**config.mk**
```make
export PLATFORM = sky130hd
export DESIGN_NAME = cpu_run_ctrl_flat
export DESIGN_NICKNAME = d
export VERILOG_FILES = /design/src/rtl/cpu_run_pkg.sv /design/src/rtl/cpu_run_ctrl_if.sv /design/src/rtl/cpu_run_loader.sv /design/src/rtl/cpu_run_ctrl.sv /design/src/flat_wrapper.sv
export SDC_FILE = /design/constraint.sdc
export NUM_CORES = 1
export LEC_CHECK = 0
export CORE_MARGIN = 2
export CORE_UTILIZATION = 49
export CTS_CLUSTER_SIZE = 20
export DETAILED_ROUTE_END_ITERATION = 16
export PLACE_DENSITY = 0.84
export SLEW_MARGIN = 20
export SYNTH_ARGS = -nofsm -noshare
export SYNTH_HDL_FRONTEND = slang
export SYNTH_SLANG_ARGS = --single-unit
```
**constraint.sdc**
```tcl
create_clock -name clock -period 3.1 [get_ports clock]
set_clock_uncertainty 0.1 [all_clocks]
set_input_delay 0.62 -clock clock [delete_from_list [all_inputs] [get_ports clock]]
set_output_delay 0.62 -clock clock [all_outputs]
set_load 0.005 [all_outputs]
```
**src/rtl/cpu_run_pkg.sv**
```systemverilog
// Shared types for the CPU run controller: FSM state encoding and CPU opcode values.
// Latency: none (declarations only).
// Backpressure: not applicable.
package cpu_run_pkg;

   // Controller phases, in the order a normal run visits them
   typedef enum logic [2:0] {
      IDLE  = 3'd0,
      LOAD  = 3'd1,
      RESET = 3'd2,
      RUN   = 3'd3,
      DONE  = 3'd4
   } run_state_e;

   // Accumulator CPU opcodes
   localparam logic [2:0] HLT = 3'd0;
   localparam logic [2:0] SKZ = 3'd1;
   localparam logic [2:0] ADD = 3'd2;
   localparam logic [2:0] AND = 3'd3;
   localparam logic [2:0] XOR = 3'd4;
   localparam logic [2:0] LDA = 3'd5;
   localparam logic [2:0] STO = 3'd6;
   localparam logic [2:0] JMP = 3'd7;

endpackage

```
**src/rtl/cpu_run_ctrl_if.sv**
```systemverilog
// Image-ROM read port plus CPU-memory write port seen by the run controller.
// Latency: ROM data returns one cycle after a read strobe.
// Backpressure: none; both ports accept one access per cycle.
interface cpu_run_ctrl_if #(
   parameter int ADDR_W = 5,
   parameter int DATA_W = 8
);
   import cpu_run_pkg::*;

   logic              rom_rd_en;
   logic [ADDR_W-1:0] rom_rd_addr;
   logic [DATA_W-1:0] rom_rd_data;
   logic              mem_we;
   logic [ADDR_W-1:0] mem_addr;
   logic [DATA_W-1:0] mem_wdata;

   // Controller side
   modport master (
      output rom_rd_en, rom_rd_addr, mem_we, mem_addr, mem_wdata,
      input  rom_rd_data
   );

   // ROM / memory side
   modport slave (
      input  rom_rd_en, rom_rd_addr, mem_we, mem_addr, mem_wdata,
      output rom_rd_data
   );

endinterface

```
**src/rtl/cpu_run_loader.sv**
```systemverilog
// Copies the whole image ROM into CPU memory, one word per cycle.
// Latency: 2**ADDR_W+1 cycles from start_i to the last write; load_done_o is high with that write.
// Backpressure: none; a synchronous reset aborts the copy and suppresses further writes.
module cpu_run_loader #(
   parameter int ADDR_W = 5,
   parameter int DATA_W = 8
) (
   input  logic              clock,
   input  logic              rst,
   input  logic              start_i,
   output logic              load_done_o,
   cpu_run_ctrl_if.master    bus
);
   import cpu_run_pkg::*;

   localparam logic [ADDR_W-1:0] LAST_ADDR = '1;
   localparam logic [DATA_W-1:0] ZERO_WORD = '0;

   logic              rd_en_q, rd_en_d;
   logic [ADDR_W-1:0] rd_addr_q, rd_addr_d;
   logic              we_q;
   logic [ADDR_W-1:0] waddr_q;

   // Read sequencer: walk addresses 0..LAST, wrapping back to 0 after the last read
   always_comb begin
      rd_en_d   = rd_en_q;
      rd_addr_d = rd_addr_q;
      if (start_i) begin
         rd_en_d   = 1'b1;
         rd_addr_d = '0;
      end else if (rd_en_q) begin
         rd_addr_d = rd_addr_q + ADDR_W'(1);
         if (rd_addr_q == LAST_ADDR) begin
            rd_en_d = 1'b0;
         end
      end
   end

   // Read strobe/address registers and the one-cycle delayed write stage
   always_ff @(posedge clock) begin
      if (rst) begin
         rd_en_q   <= 1'b0;
         rd_addr_q <= '0;
         we_q      <= 1'b0;
         waddr_q   <= '0;
      end else begin
         rd_en_q   <= rd_en_d;
         rd_addr_q <= rd_addr_d;
         we_q      <= rd_en_q;
         waddr_q   <= rd_addr_q;
      end
   end

   assign bus.rom_rd_en   = rd_en_q;
   assign bus.rom_rd_addr = rd_addr_q;
   assign bus.mem_we      = we_q;
   assign bus.mem_addr    = waddr_q;
   // ROM data arrives in the write cycle itself, so it is forwarded straight through
   assign bus.mem_wdata   = we_q ? bus.rom_rd_data : ZERO_WORD;
   assign load_done_o     = we_q && (waddr_q == LAST_ADDR);

endmodule

```
**src/rtl/cpu_run_ctrl.sv**
```systemverilog
// Run controller: load image, hold CPU in reset, run, then report halt PC pass/fail or timeout.
// Latency: LOAD 2**ADDR_W+1 cycles, RESET RST_CYCLES cycles, RUN until halt edge or timeout.
// Backpressure: start is ignored while busy; optional CPU_TRACE_EN adds an opcode-change counter.
module cpu_run_ctrl
   import cpu_run_pkg::*;
#(
   parameter int          ADDR_W     = 5,
   parameter int          DATA_W     = 8,
   parameter int          TMO_W      = 16,
   parameter int unsigned RST_CYCLES = 2
) (
   input  logic              clock,
   input  logic              rst,
   input  logic              start,
   input  logic [ADDR_W-1:0] expected_pc,
   input  logic [TMO_W-1:0]  timeout_limit,
   cpu_run_ctrl_if.master    mem_bus,
   output logic              cpu_rst_,
   input  logic              cpu_halt,
   input  logic [ADDR_W-1:0] cpu_pc,
   output logic              busy,
   output logic              done,
   output logic              pass,
   output logic              timeout,
   output logic [ADDR_W-1:0] halt_pc,
   output logic [TMO_W-1:0]  cycle_count
`ifdef CPU_TRACE_EN
   ,
   input  logic [2:0]        cpu_opcode,
   output logic [TMO_W-1:0]  instr_count
`endif
);

   localparam int RC_W = (RST_CYCLES > 1) ? $clog2(RST_CYCLES) : 1;
   localparam logic [RC_W-1:0] RST_LAST = RC_W'(RST_CYCLES - 1);

   run_state_e        state_q, state_d;
   logic [RC_W-1:0]   rst_cnt_q, rst_cnt_d;
   logic [ADDR_W-1:0] exp_pc_q, exp_pc_d;
   logic [TMO_W-1:0]  tmo_lim_q, tmo_lim_d;
   logic              pass_q, pass_d;
   logic              timeout_q, timeout_d;
   logic [ADDR_W-1:0] halt_pc_q, halt_pc_d;
   logic [TMO_W-1:0]  cycle_cnt_q, cycle_cnt_d;
   logic              halt_prev_q;
   logic              halt_rise;
   logic              start_load;
   logic              load_done;

   cpu_run_loader #(
      .ADDR_W (ADDR_W),
      .DATA_W (DATA_W)
   ) u_loader (
      .clock       (clock),
      .rst         (rst),
      .start_i     (start_load),
      .load_done_o (load_done),
      .bus         (mem_bus)
   );

   // Previous halt level is forced high outside RUN so a halt already
   // asserted on the first RUN cycle never looks like a rising edge.
   assign halt_rise = cpu_halt && !halt_prev_q;

   // Next-state and result update; halt takes priority over timeout
   always_comb begin
      state_d     = state_q;
      rst_cnt_d   = rst_cnt_q;
      exp_pc_d    = exp_pc_q;
      tmo_lim_d   = tmo_lim_q;
      pass_d      = pass_q;
      timeout_d   = timeout_q;
      halt_pc_d   = halt_pc_q;
      cycle_cnt_d = cycle_cnt_q;
      start_load  = 1'b0;
      case (state_q)
         IDLE, DONE: begin
            if (start) begin
               state_d     = LOAD;
               start_load  = 1'b1;
               exp_pc_d    = expected_pc;
               tmo_lim_d   = timeout_limit;
               pass_d      = 1'b0;
               timeout_d   = 1'b0;
               halt_pc_d   = '0;
               cycle_cnt_d = '0;
            end
         end
         LOAD: begin
            if (load_done) begin
               state_d   = RESET;
               rst_cnt_d = '0;
            end
         end
         RESET: begin
            if (rst_cnt_q == RST_LAST) begin
               state_d = RUN;
            end else begin
               rst_cnt_d = rst_cnt_q + RC_W'(1);
            end
         end
         RUN: begin
            if (cycle_cnt_q != '1) begin
               cycle_cnt_d = cycle_cnt_q + TMO_W'(1);
            end
            if (halt_rise) begin
               state_d   = DONE;
               halt_pc_d = cpu_pc;
               pass_d    = (cpu_pc == exp_pc_q);
               timeout_d = 1'b0;
            end else if ((tmo_lim_q != '0) && (cycle_cnt_q == tmo_lim_q - TMO_W'(1))) begin
               state_d   = DONE;
               timeout_d = 1'b1;
               pass_d    = 1'b0;
            end
         end
         default: begin
            state_d = IDLE;
         end
      endcase
   end

   // State, sampled run settings and result registers
   always_ff @(posedge clock) begin
      if (rst) begin
         state_q     <= IDLE;
         rst_cnt_q   <= '0;
         exp_pc_q    <= '0;
         tmo_lim_q   <= '0;
         pass_q      <= 1'b0;
         timeout_q   <= 1'b0;
         halt_pc_q   <= '0;
         cycle_cnt_q <= '0;
         halt_prev_q <= 1'b1;
      end else begin
         state_q     <= state_d;
         rst_cnt_q   <= rst_cnt_d;
         exp_pc_q    <= exp_pc_d;
         tmo_lim_q   <= tmo_lim_d;
         pass_q      <= pass_d;
         timeout_q   <= timeout_d;
         halt_pc_q   <= halt_pc_d;
         cycle_cnt_q <= cycle_cnt_d;
         halt_prev_q <= (state_q == RUN) ? cpu_halt : 1'b1;
      end
   end

   // CPU is released only while running and kept released in DONE for inspection
   assign cpu_rst_    = (state_q == RUN) || (state_q == DONE);
   assign busy        = (state_q == LOAD) || (state_q == RESET) || (state_q == RUN);
   assign done        = (state_q == DONE);
   assign pass        = pass_q;
   assign timeout     = timeout_q;
   assign halt_pc     = halt_pc_q;
   assign cycle_count = cycle_cnt_q;

`ifdef CPU_TRACE_EN
   logic [2:0]       opcode_prev_q;
   logic [TMO_W-1:0] instr_cnt_q;

   // Count opcode changes during RUN as a proxy for executed instructions
   always_ff @(posedge clock) begin
      if (rst) begin
         opcode_prev_q <= HLT;
         instr_cnt_q   <= '0;
      end else begin
         opcode_prev_q <= cpu_opcode;
         if (start_load) begin
            instr_cnt_q <= '0;
         end else if ((state_q == RUN) && (cpu_opcode != opcode_prev_q) && (instr_cnt_q != '1)) begin
            instr_cnt_q <= instr_cnt_q + TMO_W'(1);
         end
      end
   end

   assign instr_count = instr_cnt_q;
`endif

endmodule
```
**src/flat_wrapper.sv**
```systemverilog
// flat-port wrapper written by rule: the top's interface ports become plain ports
module cpu_run_ctrl_flat import cpu_run_pkg::*;
#(
   parameter int          ADDR_W     = 5,
   parameter int          DATA_W     = 8,
   parameter int          TMO_W      = 16,
   parameter int unsigned RST_CYCLES = 2
)
  (clock, rst, start, expected_pc, timeout_limit, cpu_rst_, cpu_halt, cpu_pc, busy, done, pass, timeout, halt_pc, cycle_count, mem_bus_rom_rd_en, mem_bus_rom_rd_addr, mem_bus_mem_we, mem_bus_mem_addr, mem_bus_mem_wdata, mem_bus_rom_rd_data);
  cpu_run_ctrl_if #(.ADDR_W(ADDR_W), .DATA_W(DATA_W)) mem_bus_i ();
  input  logic clock;
  input  logic rst;
  input  logic start;
  input  logic [ADDR_W-1:0] expected_pc;
  input  logic [TMO_W-1:0] timeout_limit;
  output logic cpu_rst_;
  input  logic cpu_halt;
  input  logic [ADDR_W-1:0] cpu_pc;
  output logic busy;
  output logic done;
  output logic pass;
  output logic timeout;
  output logic [ADDR_W-1:0] halt_pc;
  output logic [TMO_W-1:0] cycle_count;
  output wire logic [$bits(mem_bus_i.rom_rd_en)-1:0] mem_bus_rom_rd_en;
  output wire logic [$bits(mem_bus_i.rom_rd_addr)-1:0] mem_bus_rom_rd_addr;
  output wire logic [$bits(mem_bus_i.mem_we)-1:0] mem_bus_mem_we;
  output wire logic [$bits(mem_bus_i.mem_addr)-1:0] mem_bus_mem_addr;
  output wire logic [$bits(mem_bus_i.mem_wdata)-1:0] mem_bus_mem_wdata;
  input wire logic [$bits(mem_bus_i.rom_rd_data)-1:0] mem_bus_rom_rd_data;
  assign mem_bus_rom_rd_en = mem_bus_i.rom_rd_en;
  assign mem_bus_rom_rd_addr = mem_bus_i.rom_rd_addr;
  assign mem_bus_mem_we = mem_bus_i.mem_we;
  assign mem_bus_mem_addr = mem_bus_i.mem_addr;
  assign mem_bus_mem_wdata = mem_bus_i.mem_wdata;
  assign mem_bus_i.rom_rd_data = mem_bus_rom_rd_data;
  cpu_run_ctrl #(.ADDR_W(ADDR_W), .DATA_W(DATA_W), .TMO_W(TMO_W), .RST_CYCLES(RST_CYCLES)) u_core (.clock(clock), .rst(rst), .start(start), .expected_pc(expected_pc), .timeout_limit(timeout_limit), .mem_bus(mem_bus_i), .cpu_rst_(cpu_rst_), .cpu_halt(cpu_halt), .cpu_pc(cpu_pc), .busy(busy), .done(done), .pass(pass), .timeout(timeout), .halt_pc(halt_pc), .cycle_count(cycle_count));
endmodule
```
==> flow_summary_export.csv <==
group,metric,value,unit
global_routing,grt.total_usage,0.244,
logic_synthesis,synth_common_cells,"67 x nand2_1, 61 x dfxtp_1, 36 x a21oi_1, 34 x nor2_1, 22 x xnor2_1",
setup_path,start_kind,"flop",
timing,fin_setup_tns,0,ns
timing,min_period_over_period,0.912,
logic_synthesis,yosysUniqueCellTypes,53,
logic_synthesis,netlist.area_leader.share,0.383,
placement,routabilityCongestion,0.882,
route,vias,3180,
power,leakagePower,1.57,nW
route,drcViolationCount,0,
logic_synthesis,synth-compound-area-share,0.139,
clock_tree,cts_buffer_depth,2,
route,drtAntennaViolNets,0,
logic_synthesis,ys.flop_type,"dfxtp_1",
setup_path,required,3.21,ns
clock_tree,cts_tree,"done",
floorplanning,core_area,6310,um2
logic_synthesis,async_flop_share,0,
global_routing,grt_max_degree,44,
logic_synthesis,synth_top_family_by_area,"simple AND/OR/NAND/NOR gates",
clock_tree,clock_sinks,61,
route,drtIter0Drc,243,
logic_synthesis,synthSimpleGateAreaFrac,0.297,
timing,tightest_slew,0.750,ns
setup_path,critPathArrivalTime,2.93,ns
logic_synthesis,synth_nets,441,
placement,dp_slack,0.311,ns
logic_synthesis,netlist.top_cell.by_area,"dfxtp_1",
floorplanning,ios,84,
floorplanning,die_w,84.6,um
logic_synthesis,yosys_warnings,0,
floorplanning,dieArea,7160,um2
clock_tree,ctsResizeCount,0,
global_routing,grt_pass1_vias,3126,
clock_tree,cts_root_buffer,"clkbuf_8",
route,totalWireLength,8.39,mm
placement,place_area,4100,um2
floorplanning,die_height,84.6,um
setup_path,path_class,"reg -> reg",
timing,setup_viol_count_final,0,
timing,final_hold_viol_count,0,
logic_synthesis,avgSynthCellArea,7.98,um2
logic_synthesis,muxShareOfSynthArea,0.0126,
clock_tree,clk_pin_slew,0.07,ns
logic_synthesis,syn_inst,399,
min_path,hp-class,"reg -> reg",
placement,io_buffers,83,
logic_synthesis,ys_seq_area_frac,0.383,
clock_tree,cts_made_buffers,9,
route,wl_per_cell,14.9,um
route,first_pass_iters,5,
timing,drv_slew,0,
global_routing,antenna_found_initial,0,
logic_synthesis,synth_area,3180,um2
logic_synthesis,ys_seq_elements,61,
floorplanning,start_util,0.504,
global_routing,overflow,0,
timing,layout_setup_ws,0.273,ns
placement,place_inst,547,
timing,rsz0062_at_grt,"no",
outcome,status,"finished, final reports clean",
cells_and_area,final_nets,523,
setup_path,cp-end-kind,"flop",
floorplanning,rows,29,
clock_tree,post_cts_buffers,0,
route,vias_per_cell,5.65,
placement,hpwl,6.06,mm
logic_synthesis,synth.most_common_cell,"nand2_1",
logic_synthesis,synth-edff-count,0,
logic_synthesis,synth-xor-area-share,0.110,
cells_and_area,syn2layout_area_growth,35.5,%
logic_synthesis,synthTopCellsByArea,"dfxtp_1 38%, nand2_1 7.9%, xnor2_1 6.1%, a21oi_1 5.7%, xor2_1 5.0%",
timing,fmax,0.354,GHz
flow_run,cap_violations,0,
cells_and_area,final_cells,563,
timing,fin_crit,2.83,ns
clock_tree,clk_latency,0.33,ns
cells_and_area,fin_util,0.683,
logic_synthesis,synth-adder-area-share,0.0157,
clock_tree,htree_levels,3,
cells_and_area,fin_area,4310,um2
clock_tree,holdBufCountCts,0,
power,powerDensity,427,nW/um2
power,ir_drop,0.347,mV
cells_and_area,drive_above_1_share,0.0741,
global_routing,grt_pass1_wl,14.3,mm
setup_path,critPathMaxFanout,6,
cells_and_area,diodes,0,
timing,slew_headroom,0.497,
## cell families after synthesis
logic type	after synthesis
fa+ha+maj	4
simple gates	189
flops	61
compound gates	70
mux	4
xor+xnor	40
buf+inv	31
## layout make-up
| cell class | instances | area [um2] |
|---|---|---|
| tap | 77 | 96.3 |
| clock inverter | 6 | 68.8 |
| timing repair buffer | 96 | 928 |
| inverter | 6 | 22.5 |
| multi-input combinational | 307 | 1840 |
| sequential | 61 | 1220 |
| clock buffer | 10 | 138 |
| fill | 527 | 2000 |
## layer usage
metal  up-vias  share of wire  track usage
li1       1555              -            -
met1      1490           0.44        0.333
met2       120           0.47        0.391
met3        15          0.071       0.0492
met4         0          0.015       0.0765
met5         -              0            0
## where the power goes
part / switching, mW / internal [mW]
logic: 0.136 / 0.142
registers: 0.0289 / 0.803
clock network: 0.332 / 0.399
## final timing paths
kind	startpoint	depth (start not counted)	slack, ns	to
min reg2reg	u_core.halt_pc[0]$_SDFFE_PP0P_	2	0.36	u_core.halt_pc[0]$_SDFFE_PP0P_
max reg2reg	u_core.tmo_lim_q[0]$_SDFFE_PP0P_	8	0.27	u_core.pass$_SDFFE_PP0P_
max	u_core.tmo_lim_q[0]$_SDFFE_PP0P_	8	0.27	u_core.pass$_SDFFE_PP0P_
min	u_core.halt_pc[0]$_SDFFE_PP0P_	2	0.36	u_core.halt_pc[0]$_SDFFE_PP0P_
## cell usage in the layout, fill, tap and decap left out, drive strengths merged, types with 8 or more instances in the layout
| cell type | synthesis | final |
|---|---|---|
| and2 | 8 | 8 |
| nor3 | 12 | 12 |
| clkbuf | 20 | 10 |
| nand4 | 11 | 11 |
| buf | 5 | 13 |
| inv | 6 | 8 |
| dfxtp | 61 | 61 |
| nor2 | 34 | 34 |
| a21oi | 36 | 36 |
| nand3 | 13 | 13 |
| o21ai | 9 | 9 |
| xor2 | 18 | 18 |
| xnor2 | 22 | 22 |
| nand2 | 67 | 67 |
| nor2b | 9 | 9 |
| clkdlybuf4s50 | 0 | 83 |
## per-stage QoR
stage / hold WS, ns / power, mW
after floorplan: 0.345 / 1.01
after global placement: 0.341 / 1.12
after detailed placement: 0.354 / 1.12
after CTS: 0.368 / 1.85
after global routing: 0.383 / 1.92
final: 0.364 / 1.84
## critical path, stage by stage (launching register included)
cell and delay (ns):
dfxtp_1 0.36, inv_1 0.08, ha_1 0.22, or4b_1 0.48, or4_4 0.55, o211ai_2 0.19, o2111ai_2 0.15, nor4b_1 0.45
o21ai_1 0.14
## state kept, by name, indices dropped and copies added, names as in the netlist
register,count
u_core.cycle_count,16
u_core.exp_pc_q,5
u_core.halt_pc,5
u_core.halt_prev_q,1
u_core.pass,1
u_core.rst_cnt_q,1
u_core.state_q,3
u_core.timeout,1
u_core.tmo_lim_q,16
u_core.u_loader.bus.mem_addr,5
u_core.u_loader.bus.mem_we,1
u_core.u_loader.bus.rom_rd_addr,5
u_core.u_loader.bus.rom_rd_en,1
(Power assumes the default switching activity.)
